`src/rtl/truth_table_sweeper.sv`:
```
// rtl/truth_table_sweeper.sv - truth-table sweeper streaming every input vector with its outputs; optional Gray order via SWEEP_GRAY_EN
module truth_table_sweeper #(
   parameter int N_IN  = 4,
   parameter int N_OUT = 1,
   parameter int SIG_W = 16
) (
   input  logic                        clk,
   input  logic                        rst,
   input  logic                        start,
   input  logic [N_OUT*(2**N_IN)-1:0]  tt,
   output logic                        busy,
   output logic                        out_valid,
   input  logic                        out_ready,
   output logic [N_IN-1:0]             out_x,
   output logic [N_OUT-1:0]            out_f,
   output logic                        done,
   output logic [SIG_W-1:0]            sig,
   output logic [N_OUT*(N_IN+1)-1:0]   ones
);

   localparam int TT_N = 1 << N_IN;
   localparam int TT_W = N_OUT * TT_N;
   localparam int CW   = N_IN + 1;
   localparam logic [CW-1:0] LAST = CW'(TT_N - 1);

   typedef enum logic [1:0] {S_IDLE, S_RUN, S_DONE} state_t;

   state_t                   state_q, state_d;
   logic [TT_W-1:0]          tt_q;
   logic [CW-1:0]            cnt;
   logic [CW-1:0]            cnt_inc;
   logic                     xfer;
   logic                     last_beat;
   logic [SIG_W-1:0]         sig_nxt;
   logic [N_OUT*CW-1:0]      ones_nxt;

   // Sweep order: Gray when enabled, otherwise plain binary count.
   function automatic logic [N_IN-1:0] vec(input logic [CW-1:0] c);
`ifdef SWEEP_GRAY_EN
      return c[N_IN-1:0] ^ (c[N_IN-1:0] >> 1);
`else
      return c[N_IN-1:0];
`endif
   endfunction

   // Output bit o for vector v sits in row o of the table.
   function automatic logic [N_OUT-1:0] lookup(input logic [TT_W-1:0] t,
                                               input logic [N_IN-1:0] v);
      logic [N_OUT-1:0] r;
      logic [TT_N-1:0]  row;
      r = '0;
      for (int o = 0; o < N_OUT; o++) begin
         row  = t[o*TT_N +: TT_N];
         r[o] = row[v];
      end
      return r;
   endfunction

   assign xfer      = out_valid && out_ready;
   assign last_beat = (cnt == LAST);
   assign cnt_inc   = cnt + CW'(1);

   // Next-state and status decode; status flags follow the state directly.
   always_comb begin
      state_d   = state_q;
      busy      = 1'b0;
      out_valid = 1'b0;
      done      = 1'b0;
      case (state_q)
         S_IDLE: begin
            if (start) state_d = S_RUN;
         end
         S_RUN: begin
            busy      = 1'b1;
            out_valid = 1'b1;
            if (xfer && last_beat) state_d = S_DONE;
         end
         S_DONE: begin
            busy    = 1'b1;
            done    = 1'b1;
            state_d = S_IDLE;
         end
         default: state_d = S_IDLE;
      endcase
   end

   // Signature and ones counters as they will be after the current beat transfers.
   always_comb begin
      sig_nxt  = {sig[SIG_W-2:0], sig[SIG_W-1]} ^ SIG_W'(out_f);
      ones_nxt = ones;
      for (int o = 0; o < N_OUT; o++) begin
         ones_nxt[o*CW +: CW] = ones[o*CW +: CW] + CW'(out_f[o]);
      end
   end

   // State register.
   always_ff @(posedge clk) begin
      if (rst) state_q <= S_IDLE;
      else     state_q <= state_d;
   end

   // Datapath: latch table on start, advance beat registers on each transfer.
   always_ff @(posedge clk) begin
      if (rst) begin
         tt_q  <= '0;
         cnt   <= '0;
         out_x <= '0;
         out_f <= '0;
         sig   <= '0;
         ones  <= '0;
      end else if (state_q == S_IDLE) begin
         if (start) begin
            tt_q  <= tt;
            cnt   <= '0;
            sig   <= '0;
            ones  <= '0;
            out_x <= vec('0);
            out_f <= lookup(tt, vec('0));
         end
      end else if (state_q == S_RUN) begin
         if (xfer) begin
            sig  <= sig_nxt;
            ones <= ones_nxt;
            if (!last_beat) begin
               cnt   <= cnt_inc;
               out_x <= vec(cnt_inc);
               out_f <= lookup(tt_q, vec(cnt_inc));
            end
         end
      end
   end

endmodule

```
`config.mk`:
```
export PLATFORM = sky130hd
export DESIGN_NAME = truth_table_sweeper
export DESIGN_NICKNAME = d
export VERILOG_FILES = /design/src/rtl/truth_table_sweeper.sv
export SDC_FILE = /design/constraint.sdc
export NUM_CORES = 1
export LEC_CHECK = 0
export ABC_AREA = 1
export CAP_MARGIN = 0
export CORE_MARGIN = 2
export CORE_UTILIZATION = 52
export CTS_CLUSTER_DIAMETER = 120
export DETAILED_ROUTE_END_ITERATION = 16
export DONT_BUFFER_PORTS = 1
export PLACE_DENSITY = 0.67
export SLEW_MARGIN = 20
export SYNTH_ARGS = -nofsm -noshare
export SYNTH_HDL_FRONTEND = slang
export SYNTH_SLANG_ARGS = --single-unit
```
`constraint.sdc`:
```
create_clock -name clk -period 2.8 [get_ports clk]
set_input_delay 0.28 -clock clk [delete_from_list [all_inputs] [get_ports clk]]
set_output_delay 0.28 -clock clk [all_outputs]
set_load 0.03 [all_outputs]
```
==> results.toml, run 1 <==
[cts]
path_clk_slew_ns = 0.08
cts_inserted_buffers = 5
clkSinkCount = 45
clk_path_buf_depth = 2
cts_tree = "built"
root_buffer = "clkbuf_8"
htreeDepth = 2
cts-resized-gates = 0
postCtsSetupBuffers = 0
insertion_delay_ns = 0.30
ctsHoldBuffers = 0

[yosys]
avgSynthCellArea_um2 = 7.535
ys_ff_latch = 45
syn_nets = 297
synthSimpleGateAreaFrac_pct = 25.99
synth_edf_count = 0
syn_area_um2 = 2027
synth_top_family_by_area = "simple AND/OR/NAND/NOR gates"
synthArstFlopShare_pct = 0
ys_warn_count = 0
synth_cells = 269
yosysSeqAreaShare_pct = 44.44
synthMuxAreaShare_pct = 0
synth_compound_area_share_pct = 12.84
synthDistinctLibCells = 26
yosys.area_share.adder_pct = 4.938
synth_xor_area_share_pct = 2.160
ys.flop_type = "dfxtp_1"

[sta]
drv_slew = 0
max_freq_mhz = 502.5
min_period_ns = 1.990
setup_ws_ns = 0.8101
fin_crit_sh_pct = 71.07
fin_worst_skew_ns = 0.004508
tns_ns = 0
rsz0062_at_grt = "false"
worst_pin_slew_ns = 0.4958
setup_viol = 0
slew_headroom_pct = 66.90
hold_viol_final = 0

[placed_design]
gp_congestion = 0.7965
place_ws_ns = 0.8421
hpwl_mm = 2.735
placed_cells = 303
numPortBuffers = 0
detailed_place.area_um2 = 2011

[setup_path]
critical_path_required_ns = 3.04
worstPathArrival_ns = 2.23
crit_fanout = 7
crit_path_end_kind = "flip-flop"
startpoint_type = "flip-flop"
path_class = "reg -> reg"

[cells_and_area]
nFillCells = 351
stdcell_area_um2 = 2122
final_cell_mix = "nand2_1, dfxtp_1, nor2_1, a21oi_1, inv_1"
regArea_um2 = 900.9
nNetsFinal = 290
layout_commonest_cell = "nand2_1"
diodes = 0
final_cells = 311
areaGrowthSynthToFinish_pct = 4.692
drive_above_1_share_pct = 7.605
multi_input_area_um2 = 930.9

[global_routing]
grt_pass1_vias = 1458
grt_overflow = 0
antenna_found_initial = 0
grt_max_degree = 44
grtUsageTotal_pct = 19.84
grt_pass1_wl_mm = 6.575

[flow_run]
max_cap_viol_count = 0

[floorplan]
start_util_pct = 54.55
die-area_um2 = 4414
ios = 49
row_count = 22
core_area_um2 = 3716
die_width_um = 66.44
fp.dieH_um = 66.44

[power]
power_w = 0.001426
power_density_nw_per_um2 = 672.2
ir_drop_mv = 0.2775
power_leakage_nw = 0.8037

[routing]
wl_mm = 3.893
vias_per_cell = 5.132
postRouteAntennaNets = 0
dr.first_iter.drc_count = 144
wl_per_cell_um = 12.52
dr.pass1.iters = 4
via_count = 1596
drc_errors = 0

[status]
run_status = "finished, final reports clean"

[hold_path]
hp-class = "in -> reg"
-- path summary, 6_finish.rpt --
kind,start,slack (ns),depth (start not counted),endpoint
worst max-delay path,out_x[1],0.81,8,out_f
worst min-delay path,rst,0.03,1,sig[5]
worst max register to register,out_x[1],0.81,8,out_f
worst min register to register,cnt[4],0.46,2,cnt[4]
-- cell type report --
cell class | count | area share [%]
sequential | 45 | 42.45
clock buffer | 6 | 3.420
tap | 48 | 2.830
inverter | 27 | 4.894
multi-input combinational | 181 | 43.87
timing repair buffer | 2 | 0.7075
clock inverter | 2 | 1.828
-- logic make-up (layout without fill, tap and decap cells) --
group | count (synthesis) | in the layout
DFF | 45 | 45
buffers and inverters | 43 | 37
adders and majority gates | 8 | 8
xor gates and xnor gates | 5 | 5
and+or+nand+nor | 125 | 125
AOI/OAI and AO/OA | 43 | 43
-- report_power, final --
group          total, W  leakage, nW  switching [W]  internal (W)
Sequential     0.000702        0.367      0.0000218      0.000680
Combinational  0.000233        0.382       0.000161     0.0000723
Clock          0.000491       0.0554       0.000223      0.000268
-- metal layers --
metal / global-route usage [%] / wire length (um) / share of wire (%)
met2: 29.50 / 1648 / 42
met4: 7.653 / 38 / 0.98
met1: 25.34 / 1934 / 50
met3: 8.348 / 271 / 7.0
met5: 0 / 0 / 0
-- state kept, by name, indices dropped and copies added (netlist names) --
name and count:
tt_q 16, state_q 2, ones 5, out_x 3, cnt 2, sig 16, out_f 1
-- Yosys cell counts, types with 2 or more instances --
cell / n / area [um^2]
clkbuf_1: 6 / 22.52
ha_1: 8 / 100.1
a21oi_1: 25 / 125.1
nor2_2: 2 / 12.51
inv_1: 23 / 86.33
a211oi_1: 14 / 105.1
nand2_1: 73 / 274.0
inv_2: 3 / 11.26
nor2_1: 28 / 105.1
nand3_1: 15 / 75.07
buf_4: 5 / 37.54
xnor2_1: 2 / 17.52
xor2_1: 3 / 26.28
dfxtp_1: 45 / 900.9
buf_2: 4 / 20.02
nor3_1: 3 / 15.01
-- through the flow --
step | util (%) | hold WS (ns)
final | 57.10 | 0.03479
after global routing | 57.10 | 0.01132
after CTS | 57.10 | 0.02533
after detailed placement | 54.11 | 0.3541
after global placement | 54.11 | 0.3490
after floorplan | - | 0.3918
-- worst max-delay path, cell delays in order, from the launching register on --
cell,delay (ns)
dfxtp_1,0.55
ha_1,0.29
nand2_1,0.07
nor2_1,0.12
ha_1,0.19
nor2_2,0.08
nor2_1,0.36
nand2_1,0.12
a21oi_2,0.15
Power figures use the tool's default switching activity.
==> run 2, diff against run 1 <==
--- a/config.mk
+++ b/config.mk
@@ -5,14 +5,14 @@
 export SDC_FILE = /design/constraint.sdc
 export NUM_CORES = 1
 export LEC_CHECK = 0
-export ABC_AREA = 1
+export ABC_AREA = 0
 export CAP_MARGIN = 0
 export CORE_MARGIN = 2
 export CORE_UTILIZATION = 52
 export CTS_CLUSTER_DIAMETER = 120
 export DETAILED_ROUTE_END_ITERATION = 16
 export DONT_BUFFER_PORTS = 1
-export PLACE_DENSITY = 0.67
+export PLACE_DENSITY = 0.7
 export SLEW_MARGIN = 20
 export SYNTH_ARGS = -nofsm -noshare
 export SYNTH_HDL_FRONTEND = slang
==> constraint.sdc (replaced) <==
create_clock -name clk -period 1.75 [get_ports clk]
set_input_delay 0.175 -clock clk [delete_from_list [all_inputs] [get_ports clk]]
set_output_delay 0.175 -clock clk [all_outputs]
set_load 0.03 [all_outputs]
==> run 2 against run 1 <==
  * The flow now finishes with violations (negative setup slack)
  * Die area is 2.3% lower
  * Sequential power grew 55%
  * Register-to-register slack lost 0.92 ns
  * Wire length increased by 4.6%
  * Fmax is 7.2% higher
  * Sequential share of layout area decreased by 2.8 points
  * Combinational power is 40% higher
  * Area after synthesis is 2.5% lower
  * First-iteration DRC count down 9.7%
  * Core utilization grew 5.1 points
  * Synthesized cell count shrank 14%
==> results.toml, run 2 <==
[status]
run_status = "complete, but fails checks"
violations = "negative setup slack"

[setup_path]
critical_path_required_ns = 1.95
startpoint_type = "flip-flop"
path_class = "reg -> reg"
worstSetupStartpoint = "out_x[0]"
worstPathArrival_ns = 2.05
worstReg2RegStart = "out_x[0]"
reg2reg_slack_ns = -0.11
crit_path_end_kind = "flip-flop"
crit_fanout = 5

[floorplan]
die_width_um = 65.66
ios = 49
core_area_um2 = 3661
row_count = 22
fp.dieH_um = 65.66
start_util_pct = 54.00
die-area_um2 = 4311

[sta]
slew_headroom_pct = 73.29
hold_viol_final = 0
setup_ws_ns = -0.1056
min_period_ns = 1.856
fin_worst_skew_ns = 0.01009
setup_viol = 1
fin_crit_sh_pct = 106.0
rsz0062_at_grt = "true"
worst_pin_slew_ns = 0.4001
drv_slew = 0
max_freq_mhz = 538.9

[placed_design]
place_ws_ns = -0.1019
placed_cells = 278
numPortBuffers = 0
hpwl_mm = 2.796
gp_congestion = 0.8467

[yosys]
synthArstFlopShare_pct = 0
synth.top_cell.area_share_pct = 45.57
avgSynthCellArea_um2 = 8.558
syn_area_um2 = 1977
synth_area_leaders = "dfxtp_1, nand2_1, a21oi_1"
yosysSeqAreaShare_pct = 45.57
synthDistinctLibCells = 31
ys.flop_type = "dfxtp_1"
ys_ff_latch = 45
yosysMostFrequentCell = "nand2_1"
syn_nets = 259
synth_edf_count = 0
ys_warn_count = 0
synth_cells = 231
synth.largest_area_cell = "dfxtp_1"
synthTopCellsByCount = "nand2_1, dfxtp_1, a21oi_1"

[cts]
htreeDepth = 2
path_clk_slew_ns = 0.08
root_buffer = "clkbuf_8"
insertion_delay_ns = 0.30
cts_inserted_buffers = 5
postCtsSetupBuffers = 0
clk_path_buf_depth = 2
cts_tree = "built"
clkSinkCount = 45

[cells_and_area]
nFillCells = 336
layout_commonest_cell = "nand2_1"
drive_above_1_share_pct = 14.69
final_cells = 293
diodes = 0
nNetsFinal = 272
regArea_um2 = 903.4
final_cell_mix = "nand2_1, dfxtp_1, a21oi_1, nand3_1, buf_4"
reg.largest.list = "sig (16), tt_q (16), ones (5)"
multi_input_area_um2 = 967.2
areaGrowthSynthToFinish_pct = 15.19

[power]
clock_power_share_pct = 36.6
swShare_pct = 25.71
power_switching_w = 0.0005733
ir_drop_mv = 0.6510
pwr-share-comb_pct = 14.6
power_density_nw_per_um2 = 979.5
power_leakage_nw = 0.8504
p_int_w = 0.001657
p_seq_share_pct = 48.8

[routing]
drc_errors = 0
wl_per_cell_um = 13.90
postRouteAntennaNets = 0
vias_per_cell = 5.457
dr.pass1.iters = 4
via_count = 1599
dr.first_iter.drc_count = 130
wl_mm = 4.074

[hold_path]
hold_start = "tt[13]"
hp-class = "in -> reg"

[global_routing]
grt_pass1_wl_mm = 6.644
grtUsageTotal_pct = 20.35
grt_pass1_vias = 1400
antenna_found_initial = 0
grt_overflow = 0
grt_max_degree = 46

[flow_run]
max_cap_viol_count = 0
run 2: cell count changes after synthesis, sizes merged, moves of 13 or more:
cell	before	now
a211oi	14	0
a21oi	26	39
nand2	73	54
inv	27	4
nor2	31	5
run 2: logic make-up (layout without fill, tap and decap cells):
group	count (synthesis)	count (layout)	share of synthesized area, %
AO/OA/AOI/OAI	45	45	12.03
XOR/XNOR	6	6	2.658
adder cells (fa/ha/maj)	8	8	5.063
buffers and inverters	23	37	5.633
flip-flops	45	45	45.57
multiplexers	6	6	6.772
AND/OR/NAND/NOR	98	98	22.28
run 2: critical path, stage by stage, from the launching register on:
cell and delay, ns:
dfxtp_2 0.34, ha_4 0.31, mux4_2 0.51, mux4_2 0.47
o2bb2ai_1 0.13
run 2: final timing paths:
check,end,cells past startpoint
worst max register to register,out_f,4
worst max-delay path,out_f,4
worst min register to register,tt_q[0],2
worst min-delay path,tt_q[13],2
run 2: timing repair:
action,CTS,global route
hold buffers,6,1
hold endpoints to repair,45,1
resized for setup,0,1
endpoints found under the setup margin,1,12
pin swaps,1,0
run 2: power by group through the flow:
stage / sequential, W / combinational [W] / clock [W]
finish: 0.00109 / 0.000326 / 0.000816
detailed placement: 0.00111 / 0.000296 / 0
global placement: 0.00111 / 0.000291 / 0
floorplan: 0.00111 / 0.000233 / 0
global route: 0.00109 / 0.000360 / 0.000877
CTS: 0.00109 / 0.000326 / 0.000826
run 2: metrics by stage:
stage,power (W),setup TNS (ns),utilization (%),instance area (um^2),hold WS [ns]
3_3_place_gp,0.001404,-0.04996,56.80,2079,0.2408
3_5_place_dp,0.001409,-0.1019,56.80,2079,0.2437
5_1_grt,0.002331,-0.2904,62.20,2277,0.0007813
4_1_cts,0.002240,-0.1133,61.89,2266,0.0002793
6_report,0.002230,-0.1056,62.20,2277,0.006320
2_1_floorplan,0.001346,-0.04670,-,1981,0.3110
run 2: cell type report:
class                           count  area share, %
Clock buffer                        7          3.791
Clock inverter                      1          1.319
Inverter                            4         0.6593
Multi-Input combinational cell    163          42.47
Sequential cell                    45          39.67
Tap cell                           48          2.637
Timing Repair Buffer               25          9.451
run 2: per-layer routing:
metal  global-route usage, %  part of all wire (%)  vias to the layer above
li1                        -                     -                      813
met1                   28.15                    46                      732
met2                   28.91                    45                       47
met4                   7.031                   1.5                        0
met5                       0                     0                        -
met3                   7.705                   7.4                        7
